## config.mk

```make
export PLATFORM = sky130hd
export DESIGN_NAME = muldiv_unit
export DESIGN_NICKNAME = d
export VERILOG_FILES = /design/src/rtl/muldiv_unit.sv
export SDC_FILE = /design/constraint.sdc
export NUM_CORES = 1
export LEC_CHECK = 0
export BUFFER_PORTS_ARGS = -buffer_cell sky130_fd_sc_hd__buf_2
export CORE_MARGIN = 2
export CORE_UTILIZATION = 45
export DETAILED_ROUTE_END_ITERATION = 8
export GPL_TIMING_DRIVEN = 1
export SLEW_MARGIN = 20
export SYNTH_ARGS = -nofsm -noshare
export SYNTH_HDL_FRONTEND = slang
export SYNTH_SLANG_ARGS = --single-unit
export TNS_END_PERCENT = 50
```

## constraint.sdc

```tcl
create_clock -name clk -period 3.5 [get_ports clk]
set_input_delay 0.175 -clock clk [delete_from_list [all_inputs] [get_ports clk]]
set_output_delay 0.175 -clock clk [all_outputs]
set_load 0.005 [all_outputs]
```

## src/rtl/muldiv_unit.sv

```systemverilog
// Iterative MIPS-style HI/LO multiply/divide unit: radix-2 shift-add multiply, restoring divide.
// Optional macro MULDIV_DIV0_FLAG_EN: flag divide-by-zero on div0 and leave hi/lo untouched.
module muldiv_unit #(
  parameter int WIDTH = 32
) (
  input  logic             clk,
  input  logic             rst_n,
  input  logic             start,
  input  logic [1:0]       op,
  input  logic [WIDTH-1:0] src_a,
  input  logic [WIDTH-1:0] src_b,
  input  logic             flush,
  input  logic             hi_we,
  input  logic             lo_we,
  input  logic [WIDTH-1:0] wdata,
  output logic             busy,
  output logic             done,
  output logic [WIDTH-1:0] hi,
  output logic [WIDTH-1:0] lo,
  output logic             div0
);

  localparam int CW = $clog2(WIDTH);

  typedef enum logic [2:0] {IDLE, MUL, DIV, FIX, DONE} state_t;

  state_t             state;
  logic [CW-1:0]      cnt;
  logic [2*WIDTH-1:0] prod;
  logic [WIDTH-1:0]   opnd;
  logic               is_div;
  logic               neg_q;
  logic               neg_r;
  logic               b_zero;
`ifndef MULDIV_DIV0_FLAG_EN
  logic [WIDTH-1:0]   a_raw;
`endif

  logic               a_neg;
  logic               b_neg;
  logic [WIDTH-1:0]   a_mag;
  logic [WIDTH-1:0]   b_mag;
  logic [WIDTH:0]     mul_sum;
  logic [WIDTH:0]     div_shift;
  logic               div_ge;
  logic [WIDTH-1:0]   div_diff;
  logic [2*WIDTH-1:0] p_fix;
  logic [WIDTH-1:0]   q_fix;
  logic [WIDTH-1:0]   r_fix;
  logic               idle_like;

  // prod holds {accumulator, multiplier} for MUL and {remainder, dividend/quotient} for DIV
  always_comb begin
    a_neg     = src_a[WIDTH-1] & ~op[0];
    b_neg     = src_b[WIDTH-1] & ~op[0];
    a_mag     = a_neg ? -src_a : src_a;
    b_mag     = b_neg ? -src_b : src_b;
    mul_sum   = {1'b0, prod[2*WIDTH-1:WIDTH]} + (prod[0] ? {1'b0, opnd} : '0);
    div_shift = {prod[2*WIDTH-1:WIDTH], prod[WIDTH-1]};
    div_ge    = div_shift >= {1'b0, opnd};
    div_diff  = div_shift[WIDTH-1:0] - opnd;
    p_fix     = neg_q ? -prod : prod;
    q_fix     = neg_q ? -prod[WIDTH-1:0] : prod[WIDTH-1:0];
    r_fix     = neg_r ? -prod[2*WIDTH-1:WIDTH] : prod[2*WIDTH-1:WIDTH];
    idle_like = (state == IDLE) || (state == DONE);
  end

  always_ff @(posedge clk or negedge rst_n) begin
    if (!rst_n) begin
      state  <= IDLE;
      cnt    <= '0;
      busy   <= 1'b0;
      done   <= 1'b0;
      hi     <= '0;
      lo     <= '0;
      prod   <= '0;
      opnd   <= '0;
      is_div <= 1'b0;
      neg_q  <= 1'b0;
      neg_r  <= 1'b0;
      b_zero <= 1'b0;
`ifdef MULDIV_DIV0_FLAG_EN
      div0   <= 1'b0;
`else
      a_raw  <= '0;
`endif
    end else begin
      done <= 1'b0;
`ifdef MULDIV_DIV0_FLAG_EN
      div0 <= 1'b0;
`endif
      if (idle_like && hi_we) hi <= wdata;
      if (idle_like && lo_we) lo <= wdata;
      if (flush) begin
        state <= IDLE;
        busy  <= 1'b0;
        cnt   <= '0;
      end else begin
        case (state)
          IDLE, DONE: begin
            if (start) begin
              state  <= op[1] ? DIV : MUL;
              busy   <= 1'b1;
              cnt    <= '0;
              prod   <= {{WIDTH{1'b0}}, a_mag};
              opnd   <= b_mag;
              is_div <= op[1];
              neg_q  <= a_neg ^ b_neg;
              neg_r  <= a_neg;
              b_zero <= (src_b == '0);
`ifndef MULDIV_DIV0_FLAG_EN
              a_raw  <= src_a;
`endif
            end else begin
              state <= IDLE;
            end
          end
          MUL: begin
            prod <= {mul_sum, prod[WIDTH-1:1]};
            cnt  <= cnt + 1'b1;
            if (cnt == CW'(WIDTH-1)) state <= FIX;
          end
          DIV: begin
            prod <= {(div_ge ? div_diff : div_shift[WIDTH-1:0]), prod[WIDTH-2:0], div_ge};
            cnt  <= cnt + 1'b1;
            if (cnt == CW'(WIDTH-1)) state <= FIX;
          end
          FIX: begin
            state <= DONE;
            busy  <= 1'b0;
            done  <= 1'b1;
            if (!is_div) begin
              {hi, lo} <= p_fix;
            end else if (b_zero) begin
`ifdef MULDIV_DIV0_FLAG_EN
              div0 <= 1'b1;
`else
              hi   <= a_raw;
              lo   <= '1;
`endif
            end else begin
              hi <= r_fix;
              lo <= q_fix;
            end
          end
          default: state <= IDLE;
        endcase
      end
    end
  end

`ifndef MULDIV_DIV0_FLAG_EN
  assign div0 = 1'b0;
`endif

endmodule

```

After elaboration in Yosys (flattened, before gate mapping)
Index checks and enable logic that the tools add are counted.
{"block": "totals", "register_bits": 206, "inputBits": 104, "out_inout_bits": 67, "word_cells": 81}
{"block": "classes", "addsub": 8, "n_lt_le_gt_ge": 1, "n_eq_ne": 8, "muxes": 32, "bitwise_logic": 5, "n_reduce_logical": 14}
{"operator": "$mux W32", "count": 16}
{"operator": "$pmux W64 S3", "count": 1}
{"operator": "$mux W64", "count": 2}
{"operator": "$neg A32 Y32", "count": 4}
{"operator": "$neg A64 Y64", "count": 1}
{"operator": "$add A32 B32 Y33", "count": 1}
{"operator": "$ge A33 B32 Y1", "count": 1}
{"operator": "$logic_not A32 Y1", "count": 1}
{"operator": "$sub A32 B32 Y32", "count": 1}
{"operator": "$mux W5", "count": 2}
{"operator": "$pmux W5 S2", "count": 1}
{"operator": "$pmux W3 S3", "count": 1}
{"operator": "$reduce_bool A3 Y1", "count": 3}
{"operator": "$eq A3 B2 Y1 const B", "count": 2}
{"operator": "$mux W3", "count": 2}
{"operator": "$reduce_and A3 Y1", "count": 2}
{"operator": "$add A5 B1 Y5 const B", "count": 1}
{"operator": "$eq A5 B5 Y1 const B", "count": 1}
{"operator": "$mux W1", "count": 4}
{"operator": "$mux W2", "count": 2}
{"operator": "$reduce_and A2 Y1", "count": 2}
{"operator": "$reduce_or A2 Y1", "count": 2}
{"operator": "$eq A3 B1 Y1 const B", "count": 1}
{"operator": "$eq A3 B3 Y1 const B", "count": 1}
{"operator": "other kinds (10)", "count": 13}

Depth between registers and ports, before layout
Gate-level depths: netlist of run 1.
{"block": "depth", "ltp_word": 6, "depth_mapped": 13, "ltp_nobuf": 13}

Worst setup path after synthesis of run 1
OpenSTA, ideal clock, no wires.
{"block": "synth_timing", "path_type": "register to register", "start": "register prod[0]", "end": "register prod[57]", "setup_ns": 0.126, "arrival_time_ns": 3.076, "t_required_ns": 3.374, "slack_ns": 0.297, "stages_incl_launch_ff": 14, "path_buffers": 1, "synth_period_minus_slack_ns": 3.203, "cell_sequence": "dfrtp_1 > inv_1 > clkbuf_1 > nor2_1 > ha_1 > nor2b_1 > o31a_1 > o311ai_0 > a31oi_1 > o31ai_1 > a21boi_0 > nor3_1 > nor3_1 > a221o_1"}
{"block": "synth_between", "elab_chain_cells": 3}
{"element": "start, declared", "line": "29", "rtl": "logic [2*WIDTH-1:0] prod;"}
{"element": "start signal, assigned", "line": "105", "rtl": "prod <= {{WIDTH{1'b0}}, a_mag};"}
{"element": "start signal, assigned", "line": "119", "rtl": "prod <= {mul_sum, prod[WIDTH-1:1]};"}
{"element": "start signal, assigned", "line": "124", "rtl": "prod <= {(div_ge ? div_diff : div_shift[WIDTH-1:0]), prod[WIDTH-2:0], div_ge};"}
{"element": "$mux W32", "line": "58", "rtl": "mul_sum = {1'b0, prod[2*WIDTH-1:WIDTH]} + (prod[0] ? {1'b0, opnd} : '0);"}
{"element": "$add A32 B32 Y33", "line": "58"}
{"element": "$pmux W64 S3", "line": "99", "rtl": "case (state)"}
No other way between the ends.
A chain may end at the register's enable or synchronous reset.

Worst setup path in the final report of run 1
{"block": "layout_timing", "start": "register prod[37]", "end": "register prod[53]"}
{"block": "layout_between", "elab_chain_cells": 3, "elab_cells_between_ends": 5, "cone_classes": "add/sub (2); order compare (1); mux (2)"}
{"element": "$sub A32 B32 Y32 / $ge A33 B32 Y1 (equally long branches)", "line": "61, 60"}
{"element": "$mux W32", "line": "124"}
{"element": "$pmux W64 S3 *", "line": "99"}
Mark *: on every way between the ends. The rest lies on a longest branch, timed or not.

==> results of run 1 <==
[cell type report]
cell class / count / area (um^2)
well taps: 468 / 586
inverters: 69 / 259
clock inverters: 14 / 173
clock buffers: 34 / 711
fillers: 3475 / 16400
repair buffers: 368 / 2620
flip-flops and latches: 206 / 5160
multi-input cells: 1733 / 10800
[registers in the layout, indices dropped and copies added, names as in the netlist]
register	cells
hi	32
done	1
neg_q	1
state	3
b_zero	1
opnd	32
is_div	1
prod	64
a_raw	32
busy	1
lo	32
cnt	5
neg_r	1
[cells by family (layout without fill, tap and decap cells)]
logic type	Yosys count	after routing	synth area share (%)
AOI/OAI and AO/OA	667	667	25.6
and+or+nand+nor	772	772	21.1
DFF	206	206	30.7
adders and majority gates	72	72	5.45
muxes	53	53	3.20
xor gates and xnor gates	168	168	8.76
buffers and inverters	209	485	5.21
other	1	1	0.0223
[what timing repair did]
| item | 4_1_cts | 5_1_grt |
|---|---|---|
| setup endpoints to repair | 0 | 12 |
| gates resized for setup | 0 | 10 |
| hold buffers | 92 | 0 |
| endpoints found under the hold margin | 157 | 0 |
[per-layer routing]
| metal | vias up | wire length, um |
|---|---|---|
| met2 | 706 | 31200 |
| li1 | 8221 | - |
| met5 | - | 0 |
| met1 | 8428 | 27700 |
| met4 | 0 | 3390 |
| met3 | 126 | 4030 |
[through the flow]
step	total power [uW]	hold slack, ns	util, %	cells
detailed placement	11100	0.145	50.4	2752
global placement	11100	0.144	50.4	2752
CTS	14000	0.00361	55.3	2892
floorplan	8510	-0.121	-	2148
finish	14200	0.0156	55.4	2892
global route	15100	0.0198	55.4	2892
[synth_stat cells (all sizes together), types with 22 or more instances]
cell      n
dfrtp   206
ha       70
buf      34
inv      69
nor3     45
nand3    34
a221oi   36
a21oi   158
a31oi    26
nor2    193
o31ai    31
a22oi    22
nor4     22
xnor2    76
o21ai   192
xor2     92
a32oi    23
mux2i    47
nand2   337
a21o     37
clkbuf  106
nor2b    23
[power groups by stage]
stage	Combinational (uW)	Sequential, uW	Clock (uW)
floorplan	5100	3410	0
global placement	7460	3620	0
detailed placement	7470	3640	0
CTS	7590	3600	2860
global route	8450	3690	2950
finish	7750	3620	2820
[worst max-delay path, cell delays in order (launching register included)]
cell and delay [ns]:
dfrtp_1 0.72, ha_1 0.38, a21oi_1 0.26, or2_2 0.16, nand3_1 0.12, o21ai_0 0.59, o21ai_0 0.27, a211o_1 0.34
a31oi_1 0.25, o21ai_0 0.11
[final timing paths]
kind	to	slack, ns	start
max	prod[53]	0.18	prod[37]
min	is_div	0.02	op[1]
max reg2reg	prod[53]	0.18	prod[37]
min reg2reg	opnd[12]	0.48	opnd[12]
max in group asynchronous	neg_q	2.26	rst_n
min in group asynchronous	done	0.12	rst_n
==> reports/results.txt, run 1 <==
Avg WL per Cell -> 22.9 um
Slew Limit Fails -> 0
Clk pwr share -> 19.8%
Final min period -> 3.32 ns
P_leak -> 0.00901 uW
Post-synth EDFFs -> 0
layout cell share with drive strength beyond 1 -> 15.4%
FF+latch count, synth -> 206
net switching power -> 6480 uW
Yosys Warn Count -> 0
die area -> 38900 um^2
Final nets -> 2580
Least-Margin Pin Slew -> 0.851 ns
Slew HR -> 43.2%
outcome -> complete, no violations
maximum root-to-sink buffer count -> 3
hold depth -> 3
most common cell after layout, fill and taps aside -> nand2_1
1st-pass router iterations -> 7
CTS tree -> done
Pwr Density -> 698 nW/um^2
Detail Route Antenna Nets -> 0
setup bufs post-CTS -> 0
GR Layer Usage met1 -> 43.1%
Worst-path clk slew -> 0.07 ns
total global-route track usage -> 33.9%
DP Worst Slack -> 0.108 ns
register area share after synthesis -> 30.7%
Gate Count Post-Synth -> 2148
first-pass GRT wire length -> 101000 um
Initial Util -> 45.8%
Vias -> 17500
final setup fails -> 0
critical path capture point type -> flip-flop
f_max -> 302 MHz
Port Buf Inserts -> 169
arrival time worst endpoint -> 3.76 ns
die outline width -> 197 um
Comb pwr share -> 54.6%
busiest grt layer -> met2
Area after DPL -> 18500 um^2
Synth Flop Type -> dfrtp_1
M3 GR Usage -> 3.69%
Top Ports -> 171
Skew-Pair Late Insertion Delay -> 0.57 ns
Antenna diodes -> 0
Clock Skews -> 0.0208 ns
worst vdd ir -> 0.351 mV
Num CTS Buffers -> 26
CTS root buf -> clkbuf_16
Synth top area share -> 30.7%
RSZ-0062 raised after global routing -> false
gpl congestion -> 0.956
Syn Area/Cell -> 7.82 um^2
met2 GRT Util -> 57.5%
most frequent cells in the layout -> nand2_1, dfrtp_1, nor2_1
H-tree depth -> 1
finished layout cell area -> 20300 um^2
Int Pwr -> 7710 uW
Post-synth ARST share -> 100%
worst-path fanout max -> 12
Area contributors post-synth -> dfrtp_1, nand2_1, o21ai_0
worst min path class -> primary input to flip-flop
post-route setup TNS -> 0 ns
Core ar. -> 36700 um^2
Worst Path Required -> 3.95 ns
Layout area overhead -> 21.0%
Die Y -> 197 um
largest net degree at the start of global routing -> 128
cells on worst reg2reg path -> 9
drt drc -> 0
Syn Nets -> 2324
Hold Fails Final Rpt -> 0
maxcap violations -> 0
sw frac -> 45.6%
Synth area leader -> dfrtp_1
Sequential Power Share -> 25.5%
Distinct cells, synth -> 92
Vias/cell -> 6.04
grt total ovfl -> 0
Post-DP HPWL -> 50800 um
initial antenna violation count -> 0
final worst path period share -> 94.7%
row cnt -> 70
drt first-iter violations -> 1354
CP Launch Type -> flip-flop
critical path type -> flip-flop to flip-flop
final worst slack -> 0.184 ns
Syn Std Cell Area -> 16800 um^2
CTS sink cnt -> 206
drt total wl -> 66300 um
number of global-route vias before repair -> 17000
No activity file was read; power rests on OpenSTA's default activity.
==> run 2, diff against run 1 <==
--- a/config.mk
+++ b/config.mk
@@ -8,6 +8,7 @@
 export BUFFER_PORTS_ARGS = -buffer_cell sky130_fd_sc_hd__buf_2
 export CORE_MARGIN = 2
 export CORE_UTILIZATION = 45
+export CTS_BUF_LIST = sky130_fd_sc_hd__clkbuf_16
 export DETAILED_ROUTE_END_ITERATION = 8
 export GPL_TIMING_DRIVEN = 1
 export SLEW_MARGIN = 20
==> run 2 against run 1 <==
Setup slack improved by 0.030 ns. Via count is 0.47% lower. Worst hold slack better by 0.0024 ns. First-iteration DRC count up 3.0%. Global-route usage about the same. Sequential share of layout area is essentially flat. Total power shrank 0.60%. Register-to-register slack gained 0.03 ns. Die area unchanged. Critical path depth increased by 3. Critical path type unchanged. Critical endpoint is now hi[22].
==> reports/results.txt, run 2 (synthesis results as in run 1) <==
initial antenna violation count -> 0 (unchanged)
RSZ-0062 raised after global routing -> false (unchanged)
Port Buf Inserts -> 169 (unchanged)
P_leak -> 0.00901 uW (about the same)
H-tree depth -> 1 (unchanged)
hold depth -> 3 (unchanged)
Worst Path Required -> 3.99 ns (was 3.95 ns)
CTS root buf -> clkbuf_16 (unchanged)
Skew-Pair Late Insertion Delay -> 0.57 ns (about the same)
final worst path period share -> 93.9% (was 94.7%)
r2r startpoint -> prod[32] (was prod[37])
Final nets -> 2580 (unchanged)
Min Hold Slack -> 0.0180 ns (was 0.0156 ns)
CTS tree -> done (unchanged)
Detail Route Antenna Nets -> 0 (unchanged)
CP Launch Type -> flip-flop (unchanged)
Num CTS Buffers -> 26 (unchanged)
die outline width -> 197 um (unchanged)
Post-DP HPWL -> 50800 um (unchanged)
drt first-iter violations -> 1394 (was 1354)
Initial Util -> 45.8% (unchanged)
maximum root-to-sink buffer count -> 3 (unchanged)
number of global-route vias before repair -> 17000 (about the same)
row cnt -> 70 (unchanged)
total global-route track usage -> 33.9% (about the same)
max FFs per register -> 64 (unchanged)
critical path capture point type -> flip-flop (unchanged)
CTS sink cnt -> 206 (unchanged)
Vias -> 17400 (was 17500)
Avg WL per Cell -> 22.9 um (about the same)
die area -> 38900 um^2 (unchanged)
Antenna diodes -> 0 (unchanged)
Top Ports -> 171 (unchanged)
worst-path fanout max -> 7 (was 12)
worst vdd ir -> 0.351 mV (about the same)
worst min path class -> primary input to flip-flop (unchanged)
1st-pass router iterations -> 6 (was 7)
Slew HR -> 44.3% (was 43.2%)
Pwr Density -> 695 nW/um^2 (was 698 nW/um^2)
Core ar. -> 36700 um^2 (unchanged)
Slew Limit Fails -> 0 (unchanged)
Die Y -> 197 um (unchanged)
most common cell after layout, fill and taps aside -> nand2_1 (unchanged)
layout cell share with drive strength beyond 1 -> 15.3% (was 15.4%)
Layout area overhead -> 20.9% (was 21.0%)
outcome -> complete, no violations (unchanged)
Reg with most FFs -> prod (unchanged)
maxcap violations -> 0 (unchanged)
drt total wl -> 66300 um (about the same)
first-pass GRT wire length -> 101000 um (about the same)
Hold Fails Final Rpt -> 0 (unchanged)
Area after DPL -> 18500 um^2 (unchanged)
final design utilization -> 55.3% (was 55.4%)
Vias/cell -> 6.02 (was 6.04)
Clock Skews -> 0.0185 ns (was 0.0208 ns)
Final min period -> 3.29 ns (was 3.32 ns)
arrival time worst endpoint -> 3.77 ns (was 3.76 ns)
beginning of the worst hold path -> op[1] (unchanged)
Least-Margin Pin Slew -> 0.835 ns (was 0.851 ns)
total power -> 14100 uW (was 14200 uW)
drt drc -> 0 (unchanged)
hold worst-path end -> is_div (unchanged)
most frequent cells in the layout -> nand2_1, dfrtp_1, nor2_1 (unchanged)
final setup fails -> 0 (unchanged)
setup slack, reg-to-reg -> 0.21 ns (was 0.18 ns)
post-route setup TNS -> 0 ns (unchanged)
f_max -> 304 MHz (was 302 MHz)
gpl congestion -> 0.956 (unchanged)
largest net degree at the start of global routing -> 128 (unchanged)
grt total ovfl -> 0 (unchanged)
cells on worst reg2reg path -> 12 (was 9)
Worst-path clk slew -> 0.06 ns (was 0.07 ns)
worst reg2reg endpoint -> hi[22] (was prod[53])
finished layout cell area -> 20300 um^2 (about the same)
critical path type -> flip-flop to flip-flop (unchanged)
-- run 2: changes by cell type in the layout (fill, tap and decap cells not counted), sizes merged --
cell,delta
clkbuf,-8
clkinv,+3
inv,+5
-- run 2: worst max-delay path, cell delays in order (launching register included) --
cell and delay (ns):
dfrtp_1 0.38, buf_4 0.17, inv_1 0.12, ha_1 0.23, and2b_1 0.23, nand4_2 0.25, or4_4 0.59, or4b_4 0.54
nand2_1 0.10, xnor2_1 0.11, mux2i_1 0.10, a211oi_2 0.25, o21bai_1 0.14
-- run 2: routing by layer --
metal / up-vias / share of wire, % / track usage [%]
li1: 8211 / - / -
met1: 8362 / 42 / 43.1
met2: 701 / 47 / 57.4
met3: 125 / 6.1 / 3.64
met4: 0 / 5.2 / 16.4
met5: - / 0 / 0
-- run 2: worst max-delay path by stage --
stage	from	to	slack (ns)
after global routing	prod[37]	prod[62]	0.02
after CTS	prod[22]	hi[2]	0.05
final	prod[32]	hi[22]	0.21
after floorplan	prod[0]	prod[57]	0.30
after detailed placement	prod[22]	hi[30]	0.11
after global placement	prod[22]	hi[30]	0.1
-- run 2: repair_timing --
item / 4_1_cts / 5_1_grt
setup endpoints to repair: 0 / 13
endpoints found under the hold margin: 157 / 0
hold buffers: 92 / 0
buffers inserted: 0 / 0
gates resized for setup: 0 / 11
-- run 2: area by class of cell --
cell class / count / area [um^2]
fill: 3475 / 16400
multi-input combinational: 1733 / 10800
sequential: 206 / 5160
timing repair buffer: 368 / 2620
clock buffer: 26 / 651
tap: 468 / 586
inverter: 69 / 259
clock inverter: 22 / 203
-- run 2: metrics by stage --
stage               worst slack, ns  instances
floorplan                     0.297       2148
global placement             0.0995       2752
detailed placement            0.108       2752
CTS                          0.0477       2892
global route                 0.0196       2892
finish                        0.215       2892
-- run 2: power by group --
part | switching [uW] | internal (uW) | total [uW]
Clock | 1160 | 1580 | 2740
Combinational | 4640 | 3120 | 7760
Sequential | 674 | 2940 | 3610
